==> src/rtl/lift_pkg.sv <==
// Shared types and constants for the N-floor SCAN lift controller.
package lift_pkg;

  typedef enum logic [1:0] {
    IDLE,
    MOVE,
    DOOR
  } lift_state_e;

  localparam logic DIR_UP   = 1'b1;
  localparam logic DIR_DOWN = 1'b0;

endpackage

==> src/rtl/lift_req_scan.sv <==
// Combinational scan of the pending-request vector relative to the car:
// reports whether any request lies above, below, or at the current floor.
module lift_req_scan
  import lift_pkg::*;
#(
  parameter  int NUM_FLOORS = 8,
  localparam int FLOOR_W    = $clog2(NUM_FLOORS)
) (
  input  logic [NUM_FLOORS-1:0] pending,
  input  logic [FLOOR_W-1:0]    cur_floor,
  output logic                  any_above,
  output logic                  any_below,
  output logic                  hit
);

  // Classify every outstanding request against the current floor.
  always_comb begin
    any_above = 1'b0;
    any_below = 1'b0;
    for (int unsigned f = 0; f < NUM_FLOORS; f++) begin
      if (pending[f] && (FLOOR_W'(f) > cur_floor)) any_above = 1'b1;
      if (pending[f] && (FLOOR_W'(f) < cur_floor)) any_below = 1'b1;
    end
    hit = pending[cur_floor];
  end

endmodule

==> src/rtl/lift_ctrl_n.sv <==
// N-floor lift controller: latches floor requests and serves them in SCAN
// order, one floor per MOVE_CYCLES clocks, door open DOOR_CYCLES clocks.
// Optional feature macro: LIFT_CTRL_HOLD_EN adds the door_hold input, which
// keeps the door open while asserted.
module lift_ctrl_n
  import lift_pkg::*;
#(
  parameter  int NUM_FLOORS  = 8,
  parameter  int MOVE_CYCLES = 4,
  parameter  int DOOR_CYCLES = 6,
  localparam int FLOOR_W     = $clog2(NUM_FLOORS)
) (
  input  logic                  clk,
  input  logic                  rst,
`ifdef LIFT_CTRL_HOLD_EN
  input  logic                  door_hold,
`endif
  input  logic [NUM_FLOORS-1:0] req_vec,
  output logic [FLOOR_W-1:0]    cur_floor,
  output logic [NUM_FLOORS-1:0] floor_onehot,
  output logic                  dir_up,
  output logic                  moving,
  output logic                  door_open,
  output logic [NUM_FLOORS-1:0] pending
);

  localparam int TIMER_MAX = (MOVE_CYCLES > DOOR_CYCLES) ? MOVE_CYCLES : DOOR_CYCLES;
  localparam int TIMER_W   = (TIMER_MAX > 1) ? $clog2(TIMER_MAX) : 1;
  localparam logic [TIMER_W-1:0] MOVE_RELOAD = TIMER_W'(MOVE_CYCLES - 1);
  localparam logic [TIMER_W-1:0] DOOR_RELOAD = TIMER_W'(DOOR_CYCLES - 1);

  lift_state_e             state_q;
  logic [TIMER_W-1:0]      timer_q;
  logic [FLOOR_W-1:0]      floor_q;
  logic                    dir_q;
  logic [NUM_FLOORS-1:0]   pending_q;
  logic [NUM_FLOORS-1:0]   pending_d;
  logic [NUM_FLOORS-1:0]   clear_mask;
  logic [FLOOR_W-1:0]      step_floor;
  logic                    arrive;
  logic                    enter_door;
  logic                    any_above;
  logic                    any_below;
  logic                    hit;
  logic                    hold;

`ifdef LIFT_CTRL_HOLD_EN
  assign hold = door_hold;
`else
  assign hold = 1'b0;
`endif

  lift_req_scan #(
    .NUM_FLOORS (NUM_FLOORS)
  ) u_scan (
    .pending   (pending_q),
    .cur_floor (floor_q),
    .any_above (any_above),
    .any_below (any_below),
    .hit       (hit)
  );

  // Next pending vector: latch new requests, drop the floor being served.
  // On the arrival edge the served floor is the one being stepped onto.
  always_comb begin
    arrive     = (state_q == MOVE) && (timer_q == '0);
    step_floor = (dir_q == DIR_UP) ? floor_q + FLOOR_W'(1) : floor_q - FLOOR_W'(1);
    enter_door = ((state_q == IDLE) && hit) || (arrive && pending_q[step_floor]);
    clear_mask = '0;
    if (enter_door || (state_q == DOOR)) begin
      clear_mask = NUM_FLOORS'(1) << (arrive ? step_floor : floor_q);
    end
    pending_d = (pending_q | req_vec) & ~clear_mask;
  end

  // SCAN FSM with travel/door timer, floor, direction and pending registers.
  always_ff @(posedge clk or posedge rst) begin
    if (rst) begin
      state_q   <= IDLE;
      timer_q   <= '0;
      floor_q   <= '0;
      dir_q     <= DIR_UP;
      pending_q <= '0;
    end else begin
      pending_q <= pending_d;
      case (state_q)
        IDLE: begin
          if (hit) begin
            state_q <= DOOR;
            timer_q <= DOOR_RELOAD;
          end else if (pending_q != '0) begin
            dir_q   <= (any_above && ((dir_q == DIR_UP) || !any_below)) ? DIR_UP : DIR_DOWN;
            state_q <= MOVE;
            timer_q <= MOVE_RELOAD;
          end
        end
        MOVE: begin
          if (timer_q != '0) begin
            timer_q <= timer_q - TIMER_W'(1);
          end else begin
            floor_q <= step_floor;
            if (pending_q[step_floor]) begin
              state_q <= DOOR;
              timer_q <= DOOR_RELOAD;
            end else begin
              timer_q <= MOVE_RELOAD;
            end
          end
        end
        DOOR: begin
          if (hold) begin
            timer_q <= DOOR_RELOAD;
          end else if (timer_q != '0) begin
            timer_q <= timer_q - TIMER_W'(1);
          end else begin
            state_q <= IDLE;
          end
        end
        default: state_q <= IDLE;
      endcase
    end
  end

  assign cur_floor    = floor_q;
  assign floor_onehot = NUM_FLOORS'(1) << floor_q;
  assign dir_up       = dir_q;
  assign moving       = (state_q == MOVE);
  assign door_open    = (state_q == DOOR);
  assign pending      = pending_q;

endmodule

==> config.mk <==
export PLATFORM = sky130hd
export DESIGN_NAME = lift_ctrl_n
export DESIGN_NICKNAME = d
export VERILOG_FILES = /design/src/rtl/lift_pkg.sv /design/src/rtl/lift_req_scan.sv /design/src/rtl/lift_ctrl_n.sv
export SDC_FILE = /design/constraint.sdc
export NUM_CORES = 1
export LEC_CHECK = 0
export CAP_MARGIN = 25
export CORE_MARGIN = 2
export CORE_UTILIZATION = 52
export DETAILED_ROUTE_END_ITERATION = 10
export PLACE_DENSITY = 0.8
export SKIP_CTS_REPAIR_TIMING = 1
export SLEW_MARGIN = 15
export SYNTH_ARGS = -nofsm -noshare
export SYNTH_HDL_FRONTEND = slang
export SYNTH_SLANG_ARGS = --single-unit
export TNS_END_PERCENT = 1
==> constraint.sdc <==
create_clock -name clk -period 2.5 [get_ports clk]
set_input_delay 0.5 -clock clk [delete_from_list [all_inputs] [get_ports clk]]
set_output_delay 0.5 -clock clk [all_outputs]
set_load 0.02 [all_outputs]
==> impl_metrics.toml <==
[timing]
period_minus_slack_ns = 2.42
grt_setup_unrepaired = "no"
worst_slew_pin_slew_ns = 0.696
relSlewSlack_pct = 53.5
finClkSkew_ns = 0.00841
slew_viol_final = 0
fmax_ghz = 0.413
setup_viol = 0
finalCritPeriodShare_pct = 96.9
hold_viol = 0
tns_ns = 0

[grt]
grt_usage_pct = 25.7
grt_pass1_wl_um = 6980
grt_pass1_vias = 1461
grt_antenna_before_repair = 0
gr-total-overflow = 0
grt_max_degree = 18

[hold_path]
hold_path.class = "reg2reg"
whs_path_depth = 2

[placement]
hpwlAfterDp_um = 3280
place_congestion = 0.876
io_buffers = 31

[floorplan]
dieHeight_um = 59.9
dieWidth_um = 59.9
num_io_pins = 32
die_area_um2 = 3580
coreArea_um2 = 3000
initial_core_util_pct = 54.0
num_rows = 20

[cts]
clk_pin_slew_ns = 0.11
tritoncts = "done"
numCtsBuffers = 3
clock_latency_ns = 0.30
clock_path_buffers = 2
cts-htree-levels = 1
cts.sinks = 17
clockRootBuffer = "clkbuf_4"

[setup_path]
cp-start-kind = "flip-flop"
cp_data_arrival_time_ns = 1.92
r2r_cells = 7
cp_data_required_time_ns = 2.00
endpoint_kind = "output pin"
path_max_fanout = 9
critPathKind = "reg2out"

[pwr]
p_int_mw = 1.38
p_leak_nw = 0.819
comb_power_share_pct = 73.9
power_density_nw_per_um2 = 1410
pwr-share-clk_pct = 5.5
worst_ir_drop_vdd_uv = 605
switchingPower_mw = 1.44
total_power_mw = 2.82
seqPwrFrac_pct = 20.7
netSwitchingFraction_pct = 51.1

[run]
drv_cap = 0

[detailed_routing]
wl_per_cell_um = 17.0
ant_nets = 0
vias = 1587
drt-pass1-iter-count = 4
first_iter_violations = 104
drc = 0
routed_via_density = 6.25
totalWireLength_um = 4320

[synthesis]
synth-xor-area-share_pct = 1.62
synth-main-ff-cell = "dfrtp_1"
synth_mux_area_share_pct = 8.48
yosysWarnings = 0
synth_area_leaders = "dfrtp_1 (25%), ha_1 (10%), nor2_1 (7.2%), a211oi_1 (3.7%), nor4_1 (3.1%)"
synth-simple-area-share_pct = 24.7
yosysTopAreaCellShare_pct = 24.7
syn_area_per_cell_um2 = 8.63
syn_nets = 211
syn-cell-area_um2 = 1620
ys_seq_elements = 17
synth-adder-area-share_pct = 10.0
synth.largest_area_cell = "dfrtp_1"
synth_edf_count = 0
ys_types = 54
synth_top_family_by_area = "simple AND/OR/NAND/NOR gates"
async_reset_ff_share_pct = 100
syn_inst = 188
synth-compound-area-share_pct = 23.1
ys_seq_area_share_pct = 26.3

[finish]
n_antenna_cell = 0
drive_above_1_share_pct = 11.8
final_cell_mix = "nor2_1 (31), clkdlybuf4s50_1 (30), dfrtp_1 (15), ha_1 (13), nand2_1 (11)"
layout_commonest_cell = "nor2_1"
syn_to_final_growth_pct = 23.0
final_nets = 245
fillers = 264

[status]
status = "complete, no violations"
metal layers:
layer | part of all wire [%] | wire length, um | GRT usage (%)
met5 | 0 | 0 | 0
met4 | 1.7 | 74 | 7.94
met3 | 5.4 | 235 | 2.60
met2 | 49 | 2100 | 43.3
met1 | 44 | 1910 | 34.6
cells in the mapped netlist (all sizes together) (3+ instances only):
| cell type | number |
|---|---|
| nor2 | 31 |
| dfrtp | 16 |
| ha | 13 |
| inv | 12 |
| o21ai | 12 |
| nand2 | 11 |
| a211oi | 8 |
| nor4 | 8 |
| a21oi | 7 |
| buf | 5 |
| mux2i | 5 |
| a221oi | 4 |
| nand2b | 4 |
| nand3b | 4 |
| nor2b | 4 |
| and2 | 3 |
path summary, 6_finish.rpt:
| check | start | end | slack (ns) |
|---|---|---|---|
| max in group asynchronous | rst | cur_floor[0]$_DFFE_PP0P_ | 1.41 |
| setup reg to reg | state_q[1]$_DFFE_PP0P_ | pending[0]$_DFF_PP0_ | 0.19 |
| hold / removal | timer_q[1]$_DFFE_PP0P_ | timer_q[1]$_DFFE_PP0P_ | 0.50 |
| min in group asynchronous | rst | pending[6]$_DFF_PP0_ | 0.60 |
| hold reg to reg | timer_q[1]$_DFFE_PP0P_ | timer_q[1]$_DFFE_PP0P_ | 0.50 |
| setup / recovery | cur_floor[0]$_DFFE_PP0P_ | floor_onehot[7] | 0.08 |
stage by stage:
step / util [%] / setup slack [ns] / instance area (um^2) / hold WS [ns] / cells
floorplan: - / 0.128 / 1620 / 0.425 / 188
global placement: 65.4 / 0.267 / 1960 / 0.470 / 250
detailed placement: 65.4 / 0.173 / 1960 / 0.473 / 250
CTS: 66.3 / 0.0240 / 1990 / 0.497 / 254
global route: 66.5 / 0.00207 / 2000 / 0.511 / 254
finish: 66.5 / 0.0787 / 2000 / 0.498 / 254
cell families after synthesis:
kind of cell	count (synthesis)
buffers and inverters	19
flip-flops	17
XOR/XNOR	3
multiplexers	9
adder cells (fa/ha/maj)	13
AO/OA/AOI/OAI	49
AND/OR/NAND/NOR	78
final cells by class:
cell class	instances	area, um^2	area share, %
tap	33	41.3	2.07
inverter	12	45.0	2.26
multi-input combinational	152	1100	55.4
sequential	17	428	21.4
clock buffer	4	26.3	1.32
timing repair buffer	36	350	17.6
worst max-delay path, cell delays in order (launching register included):
cell	delay, ns
dfrtp_2	0.47
buf_4	0.19
ha_1	0.22
ha_1	0.21
clkdlybuf4s50_1	0.54
registers in the layout (all words and copies together) (netlist names):
name,count
dir_up,1
cur_floor,3
pending,8
state_q,2
timer_q,3
power by group through the flow:
| stage | Sequential (mW) | Combinational (mW) | Clock [mW] |
|---|---|---|---|
| after floorplan | 0.602 | 1.42 | 0 |
| after global placement | 0.569 | 2.00 | 0 |
| after detailed placement | 0.580 | 2.05 | 0 |
| after CTS | 0.573 | 2.06 | 0.153 |
| after global routing | 0.601 | 2.25 | 0.168 |
| final | 0.582 | 2.08 | 0.154 |
Note: power is estimated with default switching activity, not from simulation.
